## config.mk

```make
export PLATFORM = sky130hd
export DESIGN_NAME = regfile_wb_arbiter
export DESIGN_NICKNAME = d
export VERILOG_FILES = /design/src/rtl/regfile_wb_arbiter.sv
export SDC_FILE = /design/constraint.sdc
export NUM_CORES = 1
export LEC_CHECK = 0
export BUFFER_PORTS_ARGS = -buffer_cell sky130_fd_sc_hd__clkbuf_2
export CORE_UTILIZATION = 45
export DETAILED_ROUTE_END_ITERATION = 8
export PLACE_DENSITY = 0.65
export SLEW_MARGIN = 20
export SYNTH_ARGS = -nofsm -noshare
export SYNTH_HDL_FRONTEND = slang
export SYNTH_SLANG_ARGS = --single-unit
```

## constraint.sdc

```tcl
create_clock -name clk -period 3.4 [get_ports clk]
set_input_delay 0.68 -clock clk [delete_from_list [all_inputs] [get_ports clk]]
set_output_delay 0.68 -clock clk [all_outputs]
set_load 0.03 [all_outputs]
```

## src/rtl/regfile_wb_arbiter.sv

```systemverilog
// regfile_wb_arbiter
//   Write-side front end for the register file. It merges the in-order
//   pipeline writeback with results returned by a long-latency unit. The
//   long-latency results are buffered in a small FIFO. The block also keeps
//   a per-register pending-write scoreboard for ID hazard checks, and raises
//   a stall request when buffered results are starved by the pipeline.
//
// Ports:
//   clk, rst                         clock, synchronous active-high reset
//   pipe_we/pipe_waddr/pipe_wdata    pipeline writeback (never back-pressured)
//   lu_valid/lu_ready/lu_waddr/lu_wdata  long-latency return handshake
//   sb_set/sb_addr                   mark a destination pending at issue
//   rd_addr_1/rd_addr_2 -> busy_1/busy_2  combinational scoreboard lookups
//   stall_req                        ask the pipeline to suppress pipe_we
//   we/waddr/wdata                   register file write port (registered)
//   fifo_count                       current FIFO occupancy
module regfile_wb_arbiter #(
    parameter int ADDR_W       = 5,
    parameter int DATA_W       = 32,
    parameter int REG_NUM      = 32,
    parameter int FIFO_DEPTH   = 2,
    parameter int STARVE_LIMIT = 4
) (
    input  logic                          clk,
    input  logic                          rst,
    input  logic                          pipe_we,
    input  logic [ADDR_W-1:0]             pipe_waddr,
    input  logic [DATA_W-1:0]             pipe_wdata,
    input  logic                          lu_valid,
    output logic                          lu_ready,
    input  logic [ADDR_W-1:0]             lu_waddr,
    input  logic [DATA_W-1:0]             lu_wdata,
    input  logic                          sb_set,
    input  logic [ADDR_W-1:0]             sb_addr,
    input  logic [ADDR_W-1:0]             rd_addr_1,
    input  logic [ADDR_W-1:0]             rd_addr_2,
    output logic                          busy_1,
    output logic                          busy_2,
    output logic                          stall_req,
    output logic                          we,
    output logic [ADDR_W-1:0]             waddr,
    output logic [DATA_W-1:0]             wdata,
    output logic [$clog2(FIFO_DEPTH):0]   fifo_count
);

    localparam int PTR_W = $clog2(FIFO_DEPTH);
    localparam int CNT_W = PTR_W + 1;
    localparam int ST_W  = $clog2(STARVE_LIMIT + 1);

    // FIFO storage and bookkeeping
    logic [ADDR_W-1:0] fifo_addr_mem [FIFO_DEPTH];
    logic [DATA_W-1:0] fifo_data_mem [FIFO_DEPTH];
    logic [PTR_W-1:0]  wr_ptr_reg;
    logic [PTR_W-1:0]  rd_ptr_reg;
    logic [CNT_W-1:0]  count_reg;

    logic              we_reg;
    logic [ADDR_W-1:0] waddr_reg;
    logic [DATA_W-1:0] wdata_reg;

    logic [ST_W-1:0]   starve_reg;
    logic [ST_W-1:0]   starve_next;
    logic              stall_reg;

    logic [REG_NUM-1:0] busy_reg;
    logic [REG_NUM-1:0] set_vec;
    logic [REG_NUM-1:0] clr_vec;

    logic              pipe_win;
    logic              fifo_empty;
    logic              pop;
    logic              push;
    logic [ADDR_W-1:0] head_addr;
    logic [DATA_W-1:0] head_data;

    // Readiness comes from the start-of-cycle count only, so a pop in the
    // same cycle never opens a slot for a push.
    assign lu_ready   = (count_reg < CNT_W'(FIFO_DEPTH)) && !rst;
    assign fifo_empty = (count_reg == '0);
    // A write to r0 is architecturally a no-op, so it does not claim the port.
    assign pipe_win   = pipe_we && (pipe_waddr != '0);
    assign pop        = !pipe_win && !fifo_empty;
    // Returns targeting r0 complete the handshake but are dropped.
    assign push       = lu_valid && lu_ready && (lu_waddr != '0);
    assign head_addr  = fifo_addr_mem[rd_ptr_reg];
    assign head_data  = fifo_data_mem[rd_ptr_reg];

    always_ff @(posedge clk) begin
        if (push) begin
            fifo_addr_mem[wr_ptr_reg] <= lu_waddr;
            fifo_data_mem[wr_ptr_reg] <= lu_wdata;
        end
    end

    // Depth is a power of two, so pointers wrap by natural overflow.
    always_ff @(posedge clk) begin
        if (rst) begin
            wr_ptr_reg <= '0;
            rd_ptr_reg <= '0;
            count_reg  <= '0;
        end else begin
            if (push) wr_ptr_reg <= wr_ptr_reg + PTR_W'(1);
            if (pop)  rd_ptr_reg <= rd_ptr_reg + PTR_W'(1);
            case ({push, pop})
                2'b10:   count_reg <= count_reg + CNT_W'(1);
                2'b01:   count_reg <= count_reg - CNT_W'(1);
                default: count_reg <= count_reg;
            endcase
        end
    end

    // Register file write port. Address/data hold when idle.
    always_ff @(posedge clk) begin
        if (rst) begin
            we_reg    <= 1'b0;
            waddr_reg <= '0;
            wdata_reg <= '0;
        end else if (pipe_win) begin
            we_reg    <= 1'b1;
            waddr_reg <= pipe_waddr;
            wdata_reg <= pipe_wdata;
        end else if (pop) begin
            we_reg    <= 1'b1;
            waddr_reg <= head_addr;
            wdata_reg <= head_data;
        end else begin
            we_reg    <= 1'b0;
        end
    end

    // Starvation counter: counts cycles where buffered data loses to the
    // pipeline. Any pop or an empty FIFO clears it.
    always_comb begin
        starve_next = starve_reg;
        if (pop || fifo_empty) begin
            starve_next = '0;
        end else if (starve_reg < ST_W'(STARVE_LIMIT)) begin
            starve_next = starve_reg + ST_W'(1);
        end
    end

    // stall_req is registered from the next counter value, so it always
    // equals (starve_reg >= STARVE_LIMIT). It drops the cycle after a pop.
    always_ff @(posedge clk) begin
        if (rst) begin
            starve_reg <= '0;
            stall_reg  <= 1'b0;
        end else begin
            starve_reg <= starve_next;
            stall_reg  <= (starve_next >= ST_W'(STARVE_LIMIT));
        end
    end

    // Scoreboard decode. Bit 0 is never set.
    genvar gi;
    generate
        for (gi = 0; gi < REG_NUM; gi++) begin : g_sb
            if (gi == 0) begin : g_zero
                assign set_vec[gi] = 1'b0;
                assign clr_vec[gi] = 1'b0;
            end else begin : g_reg
                assign set_vec[gi] = sb_set && (sb_addr == ADDR_W'(gi));
                assign clr_vec[gi] = pop && (head_addr == ADDR_W'(gi));
            end
        end
    endgenerate

    // If a set and a clear hit the same address, the set wins. The pending
    // write belongs to the newer op.
    always_ff @(posedge clk) begin
        if (rst) begin
            busy_reg <= '0;
        end else begin
            busy_reg <= (busy_reg & ~clr_vec) | set_vec;
        end
    end

    assign busy_1     = busy_reg[rd_addr_1];
    assign busy_2     = busy_reg[rd_addr_2];
    assign stall_req  = stall_reg;
    assign we         = we_reg;
    assign waddr      = waddr_reg;
    assign wdata      = wdata_reg;
    assign fifo_count = count_reg;

endmodule

```

Word level (Yosys, flattened, before mapping)

Memories as Yosys holds them, arrays and structs flattened. A register that Yosys moved wholly into a read port is not among the register bits.
Cells that the tools add are included.

Bitwise logic cells: 3
Mux-type cells: 19
Shift-type cells: 0
Div/mod/pow operators: 0
Magnitude comparators: 5
Equal/unequal tests: 64
Multipliers: 0
Reductions and logical operators: 76
Add/subtract/negate cells: 5

Operator list:

| kind                                                       | count |
|---|---|
| equality test 5 bit, second input constant                 | 32 |
| equality test 5 x 4 -> 1 bit, second input constant        | 16 |
| logical AND 1 bit                                          | 67 |
| 2-to-1 mux 32 bit                                          | 2 |
| equality test 5 x 3 -> 1 bit, second input constant        | 8 |
| AND 32 bit                                                 | 1 |
| NOT 32 bit                                                 | 1 |
| OR 32 bit                                                  | 1 |
| equality test 5 x 2 -> 1 bit, second input constant        | 4 |
| less-than comparator 5 x 6 -> 1 bit, second input constant | 2 |
| binary-select mux 1 bit (select 5 bit)                     | 2 |
| equality test 5 x 1 -> 1 bit, second input constant        | 2 |
| 2-to-1 mux 1 bit                                           | 10 |
| 2-to-1 mux 5 bit                                           | 2 |
| nonzero test 5 bit                                         | 2 |
| 2-to-1 mux 3 bit                                           | 2 |
| one-hot mux 2 bit (2 select lines)                         | 1 |
| nonzero test 2 bit                                         | 2 |
| adder 3 x 1 -> 3 bit, second input constant                | 1 |
| >= comparator 3 bit, second input constant                 | 1 |
| logical NOT 1 bit                                          | 3 |
| less-than comparator 3 bit, second input constant          | 1 |
| adder 1 bit, second input constant                         | 2 |
| adder 2 x 1 -> 2 bit, second input constant                | 1 |
| 6 further kinds                                            | 6 |

Register bits after elaboration: 78
Memory bits (read-only): 0
Memories: 2
Memory bits (writable): 74
Bits in latches: 0
Input port bits: 94
Word-level logic and storage cells: 183
Output and inout port bits: 44

Memories:

| name          | depth | bits a word | read ports | clocked after Yosys merged registers in | wr ports | line | source |
|---|---|---|---|---|---|---|---|
| fifo_data_mem | 2     | 32          | 1          | 1                                       | 1        | 52   | `logic [DATA_W-1:0] fifo_data_mem [FIFO_DEPTH];` |
| fifo_addr_mem | 2     | 5           | 1          | 1                                       | 1        | 51   | `logic [ADDR_W-1:0] fifo_addr_mem [FIFO_DEPTH];` |

Logic depth before layout (Yosys ltp)

Word-level depth: 8
Mapped depth: 9
Depth with buffers taken out: 7

Worst setup path before layout

No wires, ideal clock.

Path kind: input-to-reg
From: input rst
To: memory fifo_addr_mem[0][0], enable pin
Arrival time: 3.164 ns
Buffers on the path: 1
Required time: 2.969 ns
Path slack: -0.196 ns
Stages: 4
Cell sequence: clkbuf_1 -> nor2_1 -> o211ai_1 -> nor2_1

Cells in the longest elaborated chain, start to end: 6

RTL lines:

| item                                   | line | source |
|---|---|---|
| from (decl)                            | 25   | `input logic rst,` |
| logical NOT 1 bit                      | 78   | `assign lu_ready = (count_reg < CNT_W'(FIFO_DEPTH)) && !rst;` |
| logical AND 1 bit                      | 78   |  |
| named net lu_ready                     | 30   | `output logic lu_ready,` |
| logical AND 1 bit (2 in a row)         | 84   | `assign push = lu_valid && lu_ready && (lu_waddr != '0);` |
| 2-to-1 mux 1 bit                       | 89   | `if (push) begin` |
| 2-to-1 mux 1 bit (not written as such) | 90   | `fifo_addr_mem[wr_ptr_reg] <= lu_waddr;` |
| to (decl)                              | 51   |  |

The timed path passes the listed nets, and every way through them passes these cells.

Final worst setup path

From: input rd_addr_1[1]
To: output busy_1

Cells in the longest elaborated chain, start to end: 2

RTL lines:

| item                                   | line | source |
|---|---|---|
| from (decl)                            | 35   | `input logic [ADDR_W-1:0] rd_addr_1,` |
| binary-select mux 1 bit (select 5 bit) | 178  | `assign busy_1 = busy_reg[rd_addr_1];` |
| 2-to-1 mux 1 bit (not written as such) | 178  |  |
| to (decl)                              | 37   | `output logic busy_1,` |

No other way between the ends. The select of a mux whose other input is x is not followed.

==> flow_metrics.tcl <==
set metrics [dict create \
    status "finished clean" \
    syn_area_um2 6550 \
    tightest_slew_ns 0.830 \
    placementRows 43 \
    clk_path_buf_depth 2 \
    yosysMostFrequentCell "nand2_1" \
    vias 5153 \
    hold_start "lu_wdata[13]" \
    yosysTopAreaCell "edfxtp_1" \
    ios 138 \
    synth_cell_types 45 \
    final.fill_count 1193 \
    peakVddDrop_mv 0.407 \
    grt_pass1_vias 5050 \
    post-route-period-util_pct 91.1 \
    synthToLayoutAreaGrowth_pct 21.8 \
    grt_usage_pct 22.6 \
    post_dp_cell_area_um2 7340 \
    grt_max_degree 78 \
    min_period_ns 3.10 \
    largest_reg_flops 64 \
    fin_setup_tns_ns 0 \
    drt_drc_violations_left 0 \
    htreeDepth 4 \
    critPathLaunch "rd_addr_1[1]" \
    clk_pin_slew_worst_paths_ns 0.06 \
    clock-sinks 151 \
    leakage_nw 2.90 \
    hpwl_um 10900 \
    via_per_inst 5.76 \
    yosys_warnings 0 \
    fmax_mhz 323 \
    crit_type "primary input to output port" \
    placed_cells 861 \
    required_ns 2.72 \
    hold_path_class "primary input to register" \
    wl_per_cell_um 18.0 \
    ys_seq_elements 151 \
    clock_skew_ns 0.00820 \
    fin_cells 895 \
    synth_top_area_share_pct 33.9 \
    hold-worst-slack_ns 0.447 \
    cp-start-kind "primary input" \
    antenna_cells 0 \
    gr-total-overflow 0 \
    synthTopCellsByCount "nand2_1 (111), dfxtp_1 (77), edfxtp_1 (74)" \
    ys_top_cells_by_area "edfxtp_1 (34%), dfxtp_1 (24%), nand2_1 (6.4%), a21oi_1 (5.6%), mux2i_1 (5.5%)" \
    drv_cap 0 \
    cp-end-kind "output port" \
    power-per-cell-area_nw_per_um2 678 \
    cts_setup_buffers 0 \
    relSlewSlack_pct 44.7 \
    rsz0062_at_grt "false" \
    antenna_found_initial 0 \
    yosysSeqAreaShare_pct 57.4 \
    die_h_um 123 \
    synth_nets 679 \
    cts_tree "done" \
    root_buffer "clkbuf_16" \
    wirelength_um 16100 \
    cts_hold_buf 0 \
    final_antenna_net_count 0 \
    finalNetCount 798 \
    die_x_um 123 \
    numCtsBuffers 17 \
    cts.repair.resized 0 \
    synth_edf_count 74 \
    drv_slew 0 \
    fp.dieArea_um2 15000 \
    final_area_um2 7980 \
    finalSetupViolCount 0 \
    place_congestion 0.867 \
    insertion_delay_ns 0.42 \
    core_area_um2 14000 \
    arrival_ns 2.42 \
    drive_gt1_share_pct 28.1 \
    hold_viol_final 0 \
    initial_core_util_pct 46.7 \
    drt_first_pass_iters 4 \
    async_reset_ff_share_pct 0 \
    crit_fanout 9 \
    syn_inst 583 \
    synth_ff_type "dfxtp_1" \
    grt_pass1_wl_um 25600 \
    drtIter0Drc 374 \
    synth_area_per_cell_um2 11.2 \
    port_buffers 137 \
]
-- area by class of cell --
class	count	area, um2	area share [%]
clock buffers	17	425	5.33
clock inverters	15	175	2.19
inverters	4	15.0	0.188
multi-input cells	383	2590	32.5
flip-flops and latches	151	3760	47.2
well taps	180	225	2.82
repair buffers	145	783	9.81
-- path summary, 6_finish.rpt --
check                                         to  slack (ns)  cells past startpoint
setup / recovery                          busy_1        0.30                      6
hold / removal    fifo_data_mem[1][13]$_DFFE_PP_        0.45                      1
setup reg to reg          busy_reg[6]$_SDFF_PP0_        1.07                      5
hold reg to reg          busy_reg[11]$_SDFF_PP0_        0.49                      2
-- cells by family after synthesis --
group | count (synthesis) | synth area share [%]
AND/OR/NAND/NOR | 169 | 11.6
AO/OA/AOI/OAI | 153 | 15.5
flip-flops | 151 | 57.4
multiplexers | 55 | 11.2
buffers and inverters | 49 | 3.38
XOR/XNOR | 4 | 0.535
adder cells (fa/ha/maj) | 2 | 0.382
-- layout by cell type, fill, tap and decap left out, types with 4 or more instances in the layout --
master | synthesis | final
clkbuf_16 | 0 | 17
nor2b_1 | 6 | 6
nand4_1 | 4 | 4
mux2i_1 | 36 | 36
clkbuf_2 | 0 | 137
dfxtp_1 | 77 | 76
nand2_1 | 111 | 111
mux2_2 | 4 | 4
mux4_2 | 14 | 14
a21oi_1 | 73 | 73
buf_4 | 1 | 5
nor2_1 | 18 | 16
o211ai_1 | 37 | 37
o41ai_1 | 31 | 31
edfxtp_1 | 74 | 74
nand2b_1 | 5 | 5
inv_1 | 4 | 4
-- stage by stage --
stage	power, mW	util, %	worst slack (ns)
3_3_place_gp	3.50	52.3	0.385
2_1_floorplan	3.16	-	-0.196
6_report	5.41	56.8	0.301
5_1_grt	5.66	56.8	0.189
4_1_cts	5.43	56.6	0.269
3_5_place_dp	3.53	52.3	0.272
-- critical path, stage by stage --
cell and delay, ns:
clkbuf_2 0.25, mux2_2 0.37, a221oi_1 0.26, a2111oi_0 0.12
or4_1 0.54, clkbuf_2 0.20
-- report_power, final --
part,leakage [nW],total [mW],internal [mW],switching [mW]
combinational,1.30,1.31,0.421,0.889
sequential,1.31,2.19,2.09,0.0997
clock,0.287,1.91,1.16,0.756
-- per-layer routing --
layer | GRT usage (%) | vias up | share of wire [%]
li1 | - | 2446 | -
met1 | 28.9 | 2529 | 44
met2 | 37.3 | 155 | 49
met3 | 5.02 | 23 | 5.0
met4 | 8.61 | 0 | 1.6
met5 | 0 | - | 0
No activity file was read; power rests on OpenSTA's default activity.
